===== config.mk =====
export PLATFORM = sky130hd
export DESIGN_NAME = mem_block_engine_flat
export DESIGN_NICKNAME = d
export VERILOG_FILES = /design/src/rtl/mem_block_engine_if.sv /design/src/rtl/mem_block_engine.sv /design/src/flat_wrapper.sv
export SDC_FILE = /design/constraint.sdc
export NUM_CORES = 1
export LEC_CHECK = 0
export CORE_ASPECT_RATIO = 1.25
export CORE_MARGIN = 4
export CORE_UTILIZATION = 50
export DETAILED_ROUTE_END_ITERATION = 16
export HOLD_SLACK_MARGIN = 0.05
export PLACE_DENSITY = 0.95
export SETUP_SLACK_MARGIN = 0.3
export SLEW_MARGIN = 5
export SYNTH_ARGS = -nofsm -noshare
export SYNTH_HDL_FRONTEND = slang
export SYNTH_SLANG_ARGS = --single-unit
export TNS_END_PERCENT = 1

===== constraint.sdc =====
create_clock -name CLK -period 5.5 [get_ports CLK]
set_input_delay 1.1 -clock CLK [delete_from_list [all_inputs] [get_ports CLK]]
set_output_delay 1.1 -clock CLK [all_outputs]
set_load 0.02 [all_outputs]

===== src/rtl/mem_block_engine_if.sv =====
// Core/memory-side bus of the block-transfer engine: request fields, status,
// core load/store path and the single data_mem port.
interface mem_block_engine_if #(
  parameter int AW = 8,
  parameter int DW = 8
);
  logic          Start;
  logic          Mode;
  logic [AW-1:0] SrcAddr;
  logic [AW-1:0] DstAddr;
  logic [AW-1:0] Len;
  logic [DW-1:0] FillVal;
  logic          Busy;
  logic          Done;
  logic [AW-1:0] CoreAddr;
  logic          CoreWrEn;
  logic [DW-1:0] CoreDataIn;
  logic [DW-1:0] CoreDataOut;
  logic [AW-1:0] MemAddr;
  logic          MemWrEn;
  logic [DW-1:0] MemDataIn;
  logic [DW-1:0] MemDataOut;

  // master: core + data_mem side; slave: the engine
  modport master (
    output Start, Mode, SrcAddr, DstAddr, Len, FillVal,
    output CoreAddr, CoreWrEn, CoreDataIn, MemDataOut,
    input  Busy, Done, CoreDataOut, MemAddr, MemWrEn, MemDataIn
  );
  modport slave (
    input  Start, Mode, SrcAddr, DstAddr, Len, FillVal,
    input  CoreAddr, CoreWrEn, CoreDataIn, MemDataOut,
    output Busy, Done, CoreDataOut, MemAddr, MemWrEn, MemDataIn
  );
endinterface


===== src/rtl/mem_block_engine.sv =====
// Block copy/fill engine that owns the data_mem port while busy and passes
// the core's load/store path straight through otherwise.
module mem_block_engine #(
  parameter int AW = 8,
  parameter int DW = 8
) (
  input logic               CLK,
  input logic               Reset,
  mem_block_engine_if.slave bus
);
  typedef enum logic [1:0] {IDLE, READ, WRITE, DONE} state_t;

  localparam logic [AW-1:0] ONE  = AW'(1);
  localparam logic [AW-1:0] ZERO = '0;

  state_t        state;
  logic [AW-1:0] src_ptr, dst_ptr, count;
  logic [DW-1:0] buf_q, fill_r;
  logic          mode_r, busy_r, done_r;

  always_ff @(posedge CLK) begin
    if (Reset) begin
      state   <= IDLE;
      src_ptr <= '0;
      dst_ptr <= '0;
      count   <= '0;
      buf_q   <= '0;
      fill_r  <= '0;
      mode_r  <= 1'b0;
      busy_r  <= 1'b0;
      done_r  <= 1'b0;
    end else begin
      case (state)
        IDLE: if (bus.Start) begin
          src_ptr <= bus.SrcAddr;
          dst_ptr <= bus.DstAddr;
          count   <= bus.Len;
          mode_r  <= bus.Mode;
          fill_r  <= bus.FillVal;
          if (bus.Len == ZERO) begin
            state  <= DONE;
            done_r <= 1'b1;
          end else begin
            state  <= bus.Mode ? WRITE : READ;
            busy_r <= 1'b1;
          end
        end
        READ: begin
          buf_q   <= bus.MemDataOut;
          src_ptr <= src_ptr + ONE;
          state   <= WRITE;
        end
        WRITE: begin
          dst_ptr <= dst_ptr + ONE;
          count   <= count - ONE;
          if (count == ONE) begin
            state  <= DONE;
            busy_r <= 1'b0;
            done_r <= 1'b1;
          end else begin
            state <= mode_r ? WRITE : READ;
          end
        end
        default: begin
          state  <= IDLE;
          done_r <= 1'b0;
        end
      endcase
    end
  end

  // Engine write is squashed by Reset so an abort never lands a stray byte.
  always_comb begin
    bus.MemAddr   = bus.CoreAddr;
    bus.MemWrEn   = bus.CoreWrEn;
    bus.MemDataIn = bus.CoreDataIn;
    case (state)
      READ: begin
        bus.MemAddr = src_ptr;
        bus.MemWrEn = 1'b0;
      end
      WRITE: begin
        bus.MemAddr   = dst_ptr;
        bus.MemWrEn   = ~Reset;
        bus.MemDataIn = mode_r ? fill_r : buf_q;
      end
      default: ;
    endcase
  end

  assign bus.Busy        = busy_r;
  assign bus.Done        = done_r;
  assign bus.CoreDataOut = bus.MemDataOut;
endmodule

===== src/flat_wrapper.sv =====
// flat-port wrapper written by rule: the top's interface ports become plain ports
module mem_block_engine_flat 
#(
  parameter int AW = 8,
  parameter int DW = 8
)
  (CLK, Reset, bus_Start, bus_Mode, bus_SrcAddr, bus_DstAddr, bus_Len, bus_FillVal, bus_CoreAddr, bus_CoreWrEn, bus_CoreDataIn, bus_MemDataOut, bus_Busy, bus_Done, bus_CoreDataOut, bus_MemAddr, bus_MemWrEn, bus_MemDataIn);
  mem_block_engine_if #(.AW(AW), .DW(DW)) bus_i ();
  input logic CLK;
  input logic Reset;
  input wire logic [$bits(bus_i.Start)-1:0] bus_Start;
  input wire logic [$bits(bus_i.Mode)-1:0] bus_Mode;
  input wire logic [$bits(bus_i.SrcAddr)-1:0] bus_SrcAddr;
  input wire logic [$bits(bus_i.DstAddr)-1:0] bus_DstAddr;
  input wire logic [$bits(bus_i.Len)-1:0] bus_Len;
  input wire logic [$bits(bus_i.FillVal)-1:0] bus_FillVal;
  input wire logic [$bits(bus_i.CoreAddr)-1:0] bus_CoreAddr;
  input wire logic [$bits(bus_i.CoreWrEn)-1:0] bus_CoreWrEn;
  input wire logic [$bits(bus_i.CoreDataIn)-1:0] bus_CoreDataIn;
  input wire logic [$bits(bus_i.MemDataOut)-1:0] bus_MemDataOut;
  output wire logic [$bits(bus_i.Busy)-1:0] bus_Busy;
  output wire logic [$bits(bus_i.Done)-1:0] bus_Done;
  output wire logic [$bits(bus_i.CoreDataOut)-1:0] bus_CoreDataOut;
  output wire logic [$bits(bus_i.MemAddr)-1:0] bus_MemAddr;
  output wire logic [$bits(bus_i.MemWrEn)-1:0] bus_MemWrEn;
  output wire logic [$bits(bus_i.MemDataIn)-1:0] bus_MemDataIn;
  assign bus_i.Start = bus_Start;
  assign bus_i.Mode = bus_Mode;
  assign bus_i.SrcAddr = bus_SrcAddr;
  assign bus_i.DstAddr = bus_DstAddr;
  assign bus_i.Len = bus_Len;
  assign bus_i.FillVal = bus_FillVal;
  assign bus_i.CoreAddr = bus_CoreAddr;
  assign bus_i.CoreWrEn = bus_CoreWrEn;
  assign bus_i.CoreDataIn = bus_CoreDataIn;
  assign bus_i.MemDataOut = bus_MemDataOut;
  assign bus_Busy = bus_i.Busy;
  assign bus_Done = bus_i.Done;
  assign bus_CoreDataOut = bus_i.CoreDataOut;
  assign bus_MemAddr = bus_i.MemAddr;
  assign bus_MemWrEn = bus_i.MemWrEn;
  assign bus_MemDataIn = bus_i.MemDataIn;
  mem_block_engine #(.AW(AW), .DW(DW)) u_core (.CLK(CLK), .Reset(Reset), .bus(bus_i));
endmodule

== Yosys cells after proc, flatten, opt, wreduce, memory -nomap -nowiden ==
Index checks and enable logic that the tools add are counted.

* Register bits: 45
* Input bits: 61
* Output and inout port bits: 27
* Word-level logic and storage cells: 54

* Add/subtract/negate cells: 3
* Equality and inequality tests: 7
* Multiplexer cells: 24
* Bitwise operators: 2
* Reduce and logical (&&, ||, !) cells: 9

{| class="wikitable"
|+ Operator list
! operator !! number
|-
| 8-bit case mux with 2 select lines || 4
|-
| 8-bit two-way mux || 5
|-
| 8-bit by 1-bit adder with 8-bit output (second input constant) || 2
|-
| 2-bit two-way mux || 5
|-
| 8-bit by 1-bit == test with 1-bit output (second input constant) || 1
|-
| 8-bit logical NOT || 1
|-
| 4-bit AND reduction || 2
|-
| 8-bit by 1-bit subtractor with 8-bit output (second input constant) || 1
|-
| 1-bit two-way mux || 6
|-
| 2-bit case mux with 3 select lines || 1
|-
| 2-bit AND reduction || 3
|-
| 2-bit by 1-bit != test with 1-bit output (second input constant) || 2
|-
| 2-bit != test (second input constant) || 2
|-
| 1-bit case mux with 2 select lines || 2
|-
| 2-bit nonzero test || 2
|-
| 1-bit case mux with 3 select lines || 1
|-
| 2-bit by 1-bit == test with 1-bit output (second input constant) || 1
|-
| 2-bit == test (second input constant) || 1
|-
| 2-bit logical NOT || 1
|-
| 1-bit inverter || 2
|}

== Longest topological paths before layout ==
Gate-level depths: netlist (run 1).

* Depth after elaboration: 4
* Depth in mapped cells: 8
* Mapped depth without buffers: 6

== Least setup slack after synthesis (run 1) ==
No wires, ideal clock.

* Path kind: flip-flop to output port
* Start point: reg u_core.state[0]
* End point: out bus_MemAddr[6]
* Data arrival time: 1.929 ns
* Required time: 4.400 ns
* Slack: 2.471 ns
* Cell stages (with the launch flop): 8
* Buffers on the path: 3
* Cell sequence: dfxtp_1 > inv_1 > ha_1 > clkbuf_1 > clkbuf_1 > clkbuf_1 > nand2_1 > a31oi_1

* Longest elaborated chain between the ends: 2
* Elaborated cells on any way between the ends: 3
* Those cells by class: eq/ne: 2; mux: 1

{| class="wikitable"
|+ Ends and longest elaborated chain
! what !! line !! text
|-
| start: declaration || mem_block_engine.sv:16 || <nowiki>state_t state;</nowiki>
|-
| start signal: assignment || mem_block_engine.sv:44 || <nowiki>state <= bus.Mode ? WRITE : READ;</nowiki>
|-
| start signal: assignment || mem_block_engine.sv:61 || <nowiki>state <= mode_r ? WRITE : READ;</nowiki>
|-
| 2-bit == test / 2-bit by 1-bit == test with 1-bit output (equally long branches) || mem_block_engine.sv:77 || <nowiki>case (state)</nowiki>
|-
| 8-bit case mux with 2 select lines * || mem_block_engine.sv:77 ||
|-
| end: declaration || flat_wrapper.sv:24 || <nowiki>output wire logic [$bits(bus_i.MemAddr)-1:0] bus_MemAddr;</nowiki>
|}

Mark *: on every way between the ends. The rest lies on a longest branch, timed or not.

== Worst setup path after layout (run 1) ==
* Start point: reg u_core.state[0]
* End point: out bus_MemAddr[1]

Same word-level chain as after synthesis.

==> impl_metrics.toml, run 1 <==
[status]
status = "finished clean"

[setup_path]
cp.required_ns = 4.40
cp_cell_sequence = "inv_1 > ha_2 > a22oi_1 > a21oi_1 > clkdlybuf4s50_1"
slowest_delay_ns = 0.91
end_kind = "output pin"
endpoint = "bus_MemAddr[1]"
crit_path_max_fanout = 59
path_buf_inv = 2
crit_start = "u_core.state[0]"
start_kind = "register"
r2r_start = "u_core.state[0]"
critPathArrivalTime_ns = 2.71
crit_type = "register to output pin"
cpMaxStageDelayCell = "ha_2"
cp_top_family = "adder cells"
rrSetupSlack_ns = 2.91
r2r_cells = 6
crit_cells = 5
rr_endpoint = "u_core.dst_ptr[5]"

[finish]
final_cell_area_sq_mm = 0.00359
fillers = 415
fin_nets = 486
syn_to_final_growth_pct = 33.3
multi_input_area_sq_mm = 0.00161
fin_util_pct = 69.7
instances_no_fill = 480
layout_commonest_cell = "clkdlybuf4s50_1"
regArea_sq_um = 901
layout-drive-gt1-share_pct = 3.35
mostFrequentLayoutCells = "clkdlybuf4s50_1, dfxtp_1, a21oi_1"
n_antenna_cell = 0

[clock_tree]
numCtsBuffers = 5
cts_root_buf = "clkbuf_8"
cts_tree = "built"
cts_buffer_depth = 2
holdBufCountCts = 0
clk_pin_slew_worst_paths_ns = 0.08
htree_num_levels = 2
clock_sinks = 45
insertion_delay_ns = 0.30
cts_setup_buffers = 0
cts_repair_resize_count = 0

[yosys]
synthesis.nets = 421
synth_edf_count = 0
synth_ff_type = "dfxtp_1"
ys_types = 49
syn_area_per_cell_sq_um = 7.65
ys_seq_area_share_pct = 33.4
async_flop_share_pct = 0
syn_inst = 352
yosysWarnings = 0
ys_seq_elements = 45
syn_area_sq_mm = 0.00269

[die]
top_level_ports = 88
std_cell_rows = 29
die_y_microns = 90.1
start_util_pct = 52.3
dieArea_sq_mm = 0.00663
die_w_microns = 73.7
core_sq_mm = 0.00515

[worst_hold_path]
hold_class = "register to register"

[global_route]
grt-ovfl-total = 0
grt_max_degree = 60
grt_use_total_pct = 22.3
antenna_found_initial = 0
grt_pass1_vias = 2778
grt_pass1_wl_mm = 12.3

[detailed_routing]
dr_total_vias = 2863
drc_errors = 0
drt-initial-drc-count = 248
vias_per_cell = 5.96
wl_per_cell_microns = 15.3
firstDrtPassIters = 5
ant_nets = 0
detail_route.wirelength_mm = 7.32

[timing]
relSlewSlack_pct = 28.0
min_period_over_period_pct = 69.3
max_freq_ghz = 0.262
post-route-min-period_ns = 3.81
final.setup.tns_ns = 0
hold_viol = 0
clock_skew_ns = 0.00757
tightest_slew_ns = 1.08
setup_viol = 0
rsz0062_at_grt = "no"
slew_violations = 0

[pwr]
p_leak_uw = 0.00127
seqPwrFrac_pct = 40.2
combinationalPowerShare_pct = 40.5
p_int_uw = 652
power.density_mw_per_mm2 = 285
swShare_pct = 36.3
power.share.clock_pct = 19.3
irDropWorstVdd_mv = 0.220
total_switching_power_uw = 372

[placed_design]
portBuffers = 87
routabilityCongestion = 0.839
placed_area_sq_mm = 0.00351
dpl.hpwl_mm = 5.09
dp.cells = 472

[job]
maxCapViolations = 0
sequential cells by signal, summed over array words and instances (netlist names):
name             flops
u_core.dst_ptr       8
u_core.state         2
u_core.buf_q         8
u_core.count         8
u_core.bus.Done      1
u_core.fill_r        8
u_core.bus.Busy      1
u_core.mode_r        1
u_core.src_ptr       8
kinds of logic after synthesis:
| logic type | after synthesis | synth area share [%] |
|---|---|---|
| fa+ha+maj | 8 | 3.72 |
| simple gates | 120 | 20.4 |
| buf+inv | 40 | 6.78 |
| mux | 22 | 8.41 |
| flops | 45 | 33.4 |
| compound gates | 117 | 27.2 |
final cells by class:
cell class              count  area share [%]
clock buffers               8            2.23
inverters                   9           0.941
multi-input cells         267            44.9
flip-flops and latches     45            25.1
well taps                  62            2.16
repair buffers             89            24.7
synthesized netlist by cell type, types with 2 or more instances:
library cell  instances  area share (%)
a211oi_1              5             1.4
a21o_1                3            0.84
a21oi_1              44             8.2
a221oi_1              3            0.98
a22oi_1              10             2.8
a31oi_1               2            0.46
a32o_1                2            0.74
and3_1                2            0.46
buf_2                 2            0.37
buf_4                 8             2.2
clkbuf_1             20             2.8
dfxtp_1              45              33
ha_1                  8             3.7
inv_1                 8             1.1
mux2_2                2            0.84
mux2i_1              19             7.1
nand2_1              42             5.9
nand2b_1              3            0.70
nand3_1               7             1.3
nand4_1               3            0.70
nor2_1               39             5.4
nor2b_1               8             1.9
nor3_1                5            0.93
nor3b_1               2            0.56
nor4_1                2            0.46
o211ai_1              2            0.56
o21a_1                3            0.84
o21ai_0              23             4.3
o22ai_1               3            0.70
o2bb2ai_1             4             1.3
o32ai_1               2            0.65
o41ai_1               2            0.65
or4_1                 2            0.56
or4_4                 2            0.84
worst min path at each step:
stage | startpoint | to | slack (ns) | depth (start not counted)
floorplan | u_core.fill_r[0] | u_core.fill_r[0] | 0.44 | 2
global placement | u_core.fill_r[2] | u_core.fill_r[2] | 0.44 | 2
detailed placement | u_core.fill_r[2] | u_core.fill_r[2] | 0.45 | 2
CTS | u_core.fill_r[7] | u_core.fill_r[7] | 0.46 | 2
global route | u_core.fill_r[4] | u_core.fill_r[4] | 0.49 | 2
finish | u_core.fill_r[5] | u_core.fill_r[5] | 0.46 | 2
worst register-to-register path, delay by kind of cell (launching register included):
family          cells  cell delay (ns)
compound gates      2             0.29
simple gates        1             0.39
flops               1             0.35
fa+ha+maj           1             0.91
buf+inv             2             0.60
per-stage QoR:
stage | power (uW) | setup slack (ns) | hold slack, ns
after global routing | 1080 | 1.56 | 0.490
final | 1020 | 1.69 | 0.460
after detailed placement | 828 | 1.74 | 0.446
after global placement | 815 | 1.75 | 0.441
after floorplan | 669 | 2.47 | 0.436
after CTS | 1030 | 1.67 | 0.463
per-layer routing:
metal,wire length [microns],track usage [%],vias to the layer above
li1,-,-,1393
met1,2990,27.5,1326
met2,3610,37.6,131
met3,591,5.13,13
met4,125,6.34,0
met5,0,0,-
power groups by stage:
stage                     clock network, uW  registers [uW]  logic [uW]
after CTS                               201             409         415
after global routing                    213             415         455
after detailed placement                  0             417         412
after floorplan                           0             405         264
final                                   197             411         415
after global placement                    0             414         401
Note: power is estimated with default switching activity, not from simulation.
==> run 2, diff against run 1 <==
CORE_UTILIZATION = 42   (was 50)
PLACE_DENSITY = 0.88   (was 0.95)
clock period = 3.1 ns   (was 5.5 ns; I/O delays follow)
==> run 2 against run 1 <==
Against the previous run:
- die area increased by 17%
- combinational power increased by 83%
- count of clock-buffer cells in the layout decreased by 1
- global-route usage decreased by 3.2 points
- sequential share of layout area decreased by 0.58 points
- setup slack got worse by 1.3 ns
- clock skew decreased by 0.0032 ns
- flip-flop and latch count unchanged
- utilization decreased by 10 points
- critical path depth increased by 1
- non-clock buffer count increased by 3
- sequential power increased by 78%
- critical path type unchanged
- critical endpoint is now bus_MemAddr[5]
- largest cell class unchanged
- largest power group unchanged
- highest routed layer unchanged
==> impl_metrics.toml, run 2 (same netlist as run 1, synthesis figures left out) <==
[pwr]
swShare_pct = 35.8
p_int_uw = 1190
combinationalPowerShare_pct = 40.9
power.density_mw_per_mm2 = 505
seqPwrFrac_pct = 39.3
total_switching_power_uw = 665
p_leak_uw = 0.00130
irDropWorstVdd_mv = 0.261
power.share.clock_pct = 19.8

[detailed_routing]
drc_errors = 0
detail_route.wirelength_mm = 7.53
drt-initial-drc-count = 153
firstDrtPassIters = 4
dr_total_vias = 2807
wl_per_cell_microns = 14.9
ant_nets = 0
vias_per_cell = 5.56

[global_route]
grt_use_total_pct = 19.1
grt_pass1_wl_mm = 12.3
antenna_found_initial = 0
grt_max_degree = 46
grt-ovfl-total = 0
grt_pass1_vias = 2752

[placed_design]
portBuffers = 87
dpl.hpwl_mm = 5.38
post-place-ws_ns = 0.522
routabilityCongestion = 0.834
placed_area_sq_mm = 0.00356

[clock_tree]
clk_pin_slew_worst_paths_ns = 0.08
cts_tree = "built"
cts_root_buf = "clkbuf_8"
insertion_delay_ns = 0.30
cts_buffer_depth = 2
holdBufCountCts = 0
htree_num_levels = 2
numCtsBuffers = 5
clock_sinks = 45

[job]
maxCapViolations = 0

[timing]
holdWs_ns = 0.458
min_period_over_period_pct = 89.1
final.setup.tns_ns = 0
setup_ws_ns = 0.338
rsz0062_at_grt = "yes"
post-route-min-period_ns = 2.76
max_freq_ghz = 0.362
slew_violations = 0
setup_viol = 0
tightest_slew_ns = 0.620
hold_viol = 0
clock_skew_ns = 0.00435
relSlewSlack_pct = 58.6

[finish]
fin_util_pct = 59.2
layout_commonest_cell = "clkdlybuf4s50_1"
final_cell_area_sq_mm = 0.00368
fin_nets = 489
layout-drive-gt1-share_pct = 4.76
n_antenna_cell = 0
syn_to_final_growth_pct = 36.5
mostFrequentLayoutCells = "clkdlybuf4s50_1, dfxtp_1, a21oi_1"

[setup_path]
cp.required_ns = 2.48
cp_cell_sequence = "inv_1 > ha_4 > buf_4 > a22oi_1 > a21oi_1 > clkdlybuf4s50_1"
end_kind = "output pin"
crit_path_max_fanout = 14
cpMaxStageDelayCell = "clkdlybuf4s50_1"
critPathArrivalTime_ns = 2.14
slowest_delay_ns = 0.63
start_kind = "register"
crit_type = "register to output pin"

[die]
std_cell_rows = 32
die_y_microns = 97.5
die_w_microns = 79.6
dieArea_sq_mm = 0.00777
top_level_ports = 88
start_util_pct = 43.4
core_sq_mm = 0.00621

[worst_hold_path]
hold_class = "register to register"

[status]
status = "finished clean"
==> run 2: cell types whose count changed in the layout (fill, tap and decap cells not counted), sizes merged <==
cell / change
clkdlybuf4s50: -1
clkbuf: -1
dlymetal6s2s: +1
buf: +3
==> run 2: layout make-up <==
class | instances | area (sq um)
inverters | 9 | 33.8
clock buffers | 7 | 86.3
well taps | 85 | 106
repair buffers | 92 | 911
fillers | 539 | 2530
multi-input cells | 267 | 1640
flip-flops and latches | 45 | 901
==> run 2: timing repair <==
item	CTS	global route
setup buffers	0	0
gates resized for setup	1	4
endpoints found under the setup margin	16	17
endpoints found under the hold margin	0	0
==> run 2: worst paths after layout <==
check / from / end / slack (ns) / depth (start not counted)
setup / recovery: u_core.state[0] / bus_MemAddr[5] / 0.34 / 6
hold / removal: u_core.bus.Done / u_core.bus.Done / 0.46 / 2
setup reg to reg: u_core.state[0] / u_core.count[0] / 0.81 / 7
hold reg to reg: u_core.bus.Done / u_core.bus.Done / 0.46 / 2
==> run 2: metal layers <==
layer / up-vias / GRT usage [%] / wire length [microns]
met3: 10 / 4.08 / 436
met2: 92 / 33.8 / 3900
li1: 1398 / - / -
met5: - / 0 / 0
met1: 1307 / 22.5 / 3100
met4: 0 / 5.95 / 93
==> run 2: worst max-delay path, delay by kind of cell, from the launching register on <==
kind,cells,cell delay [ns]
adders and majority gates,1,0.26
AOI/OAI and AO/OA,2,0.24
DFF,1,0.35
buffers and inverters,3,1.00
==> run 2: through the flow <==
stage	instances	power, uW
floorplan	352	1190
global placement	498	1460
detailed placement	498	1480
CTS	505	1850
global route	505	1970
finish	505	1860
==> run 2: power groups by stage <==
stage / logic [uW] / registers, uW / clock network [uW]
6_report: 760 / 730 / 367
5_1_grt: 836 / 741 / 396
4_1_cts: 749 / 726 / 372
3_5_place_dp: 741 / 740 / 0
3_3_place_gp: 723 / 735 / 0
2_1_floorplan: 468 / 718 / 0
